**config.mk**
```make
export PLATFORM = sky130hd
export DESIGN_NAME = vga_timing_compositor
export DESIGN_NICKNAME = d
export VERILOG_FILES = /design/src/rtl/vga_timing_compositor.sv
export SDC_FILE = /design/constraint.sdc
export NUM_CORES = 1
export LEC_CHECK = 0
export CORE_ASPECT_RATIO = 1.1
export CORE_UTILIZATION = 55
export CTS_BUF_LIST = sky130_fd_sc_hd__clkbuf_8
export CTS_CLUSTER_DIAMETER = 60
export CTS_CLUSTER_SIZE = 8
export DETAILED_ROUTE_END_ITERATION = 6
export HOLD_SLACK_MARGIN = 0.08
export PLACE_DENSITY = 0.89
export SLEW_MARGIN = 5
export SYNTH_ARGS = -nofsm -noshare
export SYNTH_HDL_FRONTEND = slang
export SYNTH_SLANG_ARGS = --single-unit
```
**constraint.sdc**
```tcl
create_clock -name clk -period 5.6 [get_ports clk]
set_input_delay 0.84 -clock clk [delete_from_list [all_inputs] [get_ports clk]]
set_output_delay 0.84 -clock clk [all_outputs]
set_load 0.05 [all_outputs]
```
**src/rtl/vga_timing_compositor.sv**
```systemverilog
// vga_timing_compositor
// Programmable VGA sync/display-enable generator with per-pixel coordinate
// requests and a fixed-priority compositor over NLAYERS layer colour streams.
// Timing inputs are captured into shadow registers once per frame.
//
// state  | meaning
// -------+---------------------------------------------------------------
// S_INIT | first cycle after reset: load shadows, counters held at 0
// S_RUN  | counters free-running, shadows reload at end of each frame
module vga_timing_compositor #(
  parameter int          CW        = 12,
  parameter int          NLAYERS   = 4,
  parameter int          LAYER_LAT = 1,
  parameter logic [23:0] BG_COLOR  = 24'h000000,
  parameter bit          HS_POL    = 1'b0,
  parameter bit          VS_POL    = 1'b0
) (
  input  logic                  clk,
  input  logic                  reset_n,
  input  logic [CW-1:0]         h_total,
  input  logic [CW-1:0]         h_sync,
  input  logic [CW-1:0]         h_start,
  input  logic [CW-1:0]         h_end,
  input  logic [CW-1:0]         v_total,
  input  logic [CW-1:0]         v_sync,
  input  logic [CW-1:0]         v_start,
  input  logic [CW-1:0]         v_end,
  input  logic [24*NLAYERS-1:0] layer_rgb,
  input  logic [NLAYERS-1:0]    layer_valid,
  output logic [CW-1:0]         pixel_x,
  output logic [CW-1:0]         pixel_y,
  output logic                  pix_req,
  output logic                  line_start,
  output logic                  frame_start,
  output logic                  vga_hs,
  output logic                  vga_vs,
  output logic                  vga_de,
  output logic [7:0]            vga_r,
  output logic [7:0]            vga_g,
  output logic [7:0]            vga_b
);

  typedef enum logic {S_INIT, S_RUN} state_t;

  state_t state_q, state_d;

  logic [CW-1:0] h_total_s, h_sync_s, h_start_s, h_end_s;
  logic [CW-1:0] v_total_s, v_sync_s, v_start_s, v_end_s;
  logic [CW-1:0] h_count, v_count;
  logic          h_wrap, v_wrap, ld_shadow;

  logic          h_act, v_act, req_d, ls_d, fs_d, hs_d, vs_d;
  logic [CW-1:0] px_d, py_d;

  // index 0 is the stage-0 register; the last index drives the pins
  logic [LAYER_LAT+1:0] hs_pipe, vs_pipe, de_pipe;
  logic [23:0]          sel_rgb, rgb_q;

  // Next state and shadow-load decision; reload coincides with the frame wrap
  always_comb begin
    state_d   = state_q;
    ld_shadow = 1'b0;
    h_wrap    = (h_count == h_total_s);
    v_wrap    = (v_count == v_total_s);
    case (state_q)
      S_INIT: begin
        state_d   = S_RUN;
        ld_shadow = 1'b1;
      end
      S_RUN:   ld_shadow = h_wrap && v_wrap;
      default: state_d = S_INIT;
    endcase
  end

  // State register
  always_ff @(posedge clk or negedge reset_n) begin
    if (!reset_n) state_q <= S_INIT;
    else          state_q <= state_d;
  end

  // Shadow timing registers, captured at init and at every frame boundary
  always_ff @(posedge clk or negedge reset_n) begin
    if (!reset_n) begin
      h_total_s <= '0; h_sync_s <= '0; h_start_s <= '0; h_end_s <= '0;
      v_total_s <= '0; v_sync_s <= '0; v_start_s <= '0; v_end_s <= '0;
    end else if (ld_shadow) begin
      h_total_s <= h_total; h_sync_s <= h_sync; h_start_s <= h_start; h_end_s <= h_end;
      v_total_s <= v_total; v_sync_s <= v_sync; v_start_s <= v_start; v_end_s <= v_end;
    end
  end

  // Horizontal/vertical counters; held at 0 during the init cycle
  always_ff @(posedge clk or negedge reset_n) begin
    if (!reset_n) begin
      h_count <= '0;
      v_count <= '0;
    end else if (state_q == S_RUN) begin
      if (h_wrap) begin
        h_count <= '0;
        v_count <= v_wrap ? '0 : v_count + CW'(1);
      end else begin
        h_count <= h_count + CW'(1);
      end
    end
  end

  // Region decode and coordinate generation from the current count
  always_comb begin
    h_act = (h_count >= h_start_s) && (h_count < h_end_s);
    v_act = (v_count >= v_start_s) && (v_count < v_end_s);
    req_d = h_act && v_act;
    px_d  = req_d ? h_count - h_start_s : '0;
    py_d  = req_d ? v_count - v_start_s : '0;
    ls_d  = req_d && (px_d == '0);
    fs_d  = ls_d && (py_d == '0);
    hs_d  = (h_count < h_sync_s);
    vs_d  = (v_count < v_sync_s);
  end

  // Stage-0 request outputs and sync/de delay line
  always_ff @(posedge clk or negedge reset_n) begin
    if (!reset_n) begin
      pix_req     <= 1'b0;
      pixel_x     <= '0;
      pixel_y     <= '0;
      line_start  <= 1'b0;
      frame_start <= 1'b0;
      hs_pipe     <= '0;
      vs_pipe     <= '0;
      de_pipe     <= '0;
    end else begin
      pix_req     <= req_d;
      pixel_x     <= px_d;
      pixel_y     <= py_d;
      line_start  <= ls_d;
      frame_start <= fs_d;
      hs_pipe     <= {hs_pipe[LAYER_LAT:0], hs_d};
      vs_pipe     <= {vs_pipe[LAYER_LAT:0], vs_d};
      de_pipe     <= {de_pipe[LAYER_LAT:0], req_d};
    end
  end

  // Fixed priority: lowest valid layer index wins, else background
  always_comb begin
    sel_rgb = BG_COLOR;
    for (int i = NLAYERS - 1; i >= 0; i--) begin
      if (layer_valid[i]) sel_rgb = layer_rgb[24*i +: 24];
    end
  end

  // Output colour register; de_pipe[LAYER_LAT] lines up with the layer data
  always_ff @(posedge clk or negedge reset_n) begin
    if (!reset_n)                rgb_q <= '0;
    else if (de_pipe[LAYER_LAT]) rgb_q <= sel_rgb;
    else                         rgb_q <= '0;
  end

  assign vga_hs = hs_pipe[LAYER_LAT+1] ? HS_POL : ~HS_POL;
  assign vga_vs = vs_pipe[LAYER_LAT+1] ? VS_POL : ~VS_POL;
  assign vga_de = de_pipe[LAYER_LAT+1];
  assign vga_r  = rgb_q[23:16];
  assign vga_g  = rgb_q[15:8];
  assign vga_b  = rgb_q[7:0];

endmodule

```
==> impl_metrics.toml <==
[run_status]
status = "completed"

[global_route]
grt_start_max_net_pins = 94
grt_overflow = 0
grt_pass1_vias = 8068
track_usage_pct = 29.4
antenna_found_initial = 0
grt_pass1_wl_um = 40500

[critical_path]
arrival_ns = 4.07
cp_max_fo = 23
crit_required_ns = 5.95
crit_path_start_kind = "flop"
worstSetupPathType = "reg -> reg"
worstSetupEndpointType = "flop"
reg2reg_setup_slack_ns = 1.88

[logic_synthesis]
ys_top_cells_by_area = "dfrtp_1 47%, mux2_2 11%, ha_1 9.0%, inv_1 3.3%, nor2_1 2.7%"
synth_compound_area_share_pct = 11.2
yosys.area_share.simple_pct = 12.4
yosysSeqAreaShare_pct = 46.5
synth_top_flop_cell = "dfrtp_1"
synth_edf_count = 0
synthAdderAreaFrac_pct = 9.46
synth.top_cell.area_share_pct = 46.5
ys_warn_count = 0
synth_cell_types = 54
syn_area_um2 = 9680
synth_common_cells = "180 x dfrtp_1, 96 x mux2_2, 84 x inv_1"
synth_xor_area_share_pct = 4.52
synth_seq_cells = 180
muxShareOfSynthArea_pct = 11.3
synthArstFlopShare_pct = 100
syn_area_per_cell_um2 = 10.4
synth_top_family_by_area = "simple AND/OR/NAND/NOR gates"
synth.most_common_cell = "dfrtp_1"
synth_top_area_cell = "dfrtp_1"
synth_cells = 935
synth.net_count = 1205

[cells_and_area]
area_growth_pct = 32.0
drive_above_1_share_pct = 11.7
stdcell_count = 1426
insertedDiodeCount = 0
postLayoutCoreUtil_pct = 74.6
final_nets = 1449
design_area_um2 = 12800

[placement]
gp_congestion = 0.921
dpl.hpwl_um = 19700
dp.cells = 1394
io_buffers = 251
place_area_um2 = 12400

[route]
wl_per_cell_um = 18.0
first_iter_violations = 534
final_antenna_net_count = 0
routed-via-count = 7868
drc = 0
first_pass_iters = 5
vias_per_cell = 5.52
totalWireLength_um = 25700

[cts]
post_cts_buffers = 0
hold_buffers = 0
cts-resized-gates = 0
cts_tree = "built"
numClockSinks = 180
clk_pin_slew_ns = 0.09
cts.path.max_buffers = 2
ctsHtreeMaxLevel = 4
clkLatencyLatePin_ns = 0.47
numCtsBuffers = 17
cts-root-buf = "clkbuf_8"

[pwr]
power_density_nw_per_um2 = 250
p_sw_w = 0.00100
power.share.combinational_pct = 26.6
sw_frac_of_total_pct = 31.3
internal-power_w = 0.00220
ir_drop_mv = 0.159
power_frac_clock_pct = 25.6
leakage_nw = 5.85
p_seq_share_pct = 47.9

[floorplanning]
rows = 50
start_util_pct = 56.5
fp.dieH_um = 141
dieArea_um2 = 18100
core_region_area_um2 = 17100
io_pins = 252
fp.dieW_um = 129

[timing]
fin_setup_tns_ns = 0
fmax_ghz = 0.269
timing.final.max_slew_violations = 0
skew_ns = 0.00971
finalCritPeriodShare_pct = 66.4
slew-limit-headroom_pct = 23.5
setup_viol = 0
fin_crit_ns = 3.72
worst_pin_slew_ns = 1.15
grt_setup_unrepaired = "false"
hold_viol = 0

[flow_run]
max_cap_violations = 0

[min_path]
hold_class = "in -> async"
-- path summary, 6_finish.rpt --
kind	from	end	depth (start not counted)
max	v_count[0]	frame_start	12
min	reset_n	pixel_x[0]	1
max reg2reg	v_count[0]	frame_start	12
min reg2reg	vs_pipe[1]	vs_pipe[2]	0
max in group asynchronous	reset_n	rgb_q[19]	2
min in group clk	vs_pipe[1]	vs_pipe[2]	0
-- placed cells by master, fill, tap and decap left out, drive strengths merged, types with 30 or more instances in the layout --
master,count
o21ai,53
nand2,53
dfrtp,180
nor2,70
mux2,96
clkdlybuf4s50,250
and2,30
a21oi,51
ha,70
inv,90
-- state kept, by name, indices dropped and copies added (netlist names) --
signal,count
vs_pipe,3
pixel_y,12
v_count,12
hs_pipe,3
v_end_s,12
h_count,12
state_q,1
h_start_s,12
rgb_q,24
line_start,1
pixel_x,12
h_sync_s,12
v_start_s,12
de_pipe,3
frame_start,1
h_end_s,12
v_sync_s,12
h_total_s,12
v_total_s,12
-- worst max-delay path, cell delays in order (launching register included) --
cell and delay, ns:
dfrtp_1 0.44, inv_1 0.17, ha_1 0.25, inv_1 0.08, fa_1 0.22, a21oi_1 0.15
o211ai_1 0.19, a21boi_0 0.14, or4_1 0.46, or3_1 0.65, nor4_1 0.39, nand4b_1 0.13
nor4bb_1 0.32
-- power by group through the flow --
stage | combinational (W) | clock, W | sequential [W]
floorplan | 0.000537 | 0 | 0.00151
global placement | 0.000804 | 0 | 0.00154
detailed placement | 0.000831 | 0 | 0.00155
CTS | 0.000848 | 0.000831 | 0.00153
global route | 0.000940 | 0.000894 | 0.00155
finish | 0.000849 | 0.000818 | 0.00153
-- layer usage --
metal / vias to the layer above / track usage [%] / wire, µm / part of all wire (%)
met5: - / 0 / 0 / 0
met2: 290 / 50.4 / 12800 / 50
li1: 3732 / - / - / -
met3: 68 / 6.07 / 1670 / 6.5
met1: 3778 / 34.9 / 10200 / 40
met4: 0 / 14.8 / 1080 / 4.2
-- cell type report --
cell class                      count  area, µm²
Clock inverter                     13       98.8
Tap cell                          234        293
Fill cell                        1207       4360
Clock buffer                       19        262
Sequential cell                   180       4500
Timing Repair Buffer              258       2570
Multi-Input combinational cell    638       4740
Inverter                           84        315
-- kinds of logic (layout without fill, tap and decap cells) --
logic type                 Yosys count  in the layout
AOI/OAI and AO/OA                  177            177
other                                1              1
xor gates and xnor gates            50             50
DFF                                180            180
adders and majority gates           72             72
buffers and inverters              117            374
and+or+nand+nor                    241            241
muxes                               97             97
-- stage by stage --
stage	hold WS [ns]	power [W]	setup WS, ns
after CTS	0.359	0.00321	1.99
final	0.367	0.00320	1.88
after floorplan	0.331	0.00205	2.75
after global placement	0.337	0.00235	2.27
after detailed placement	0.337	0.00238	2.08
after global routing	0.378	0.00338	1.74
No activity file was read; power rests on OpenSTA's default activity.
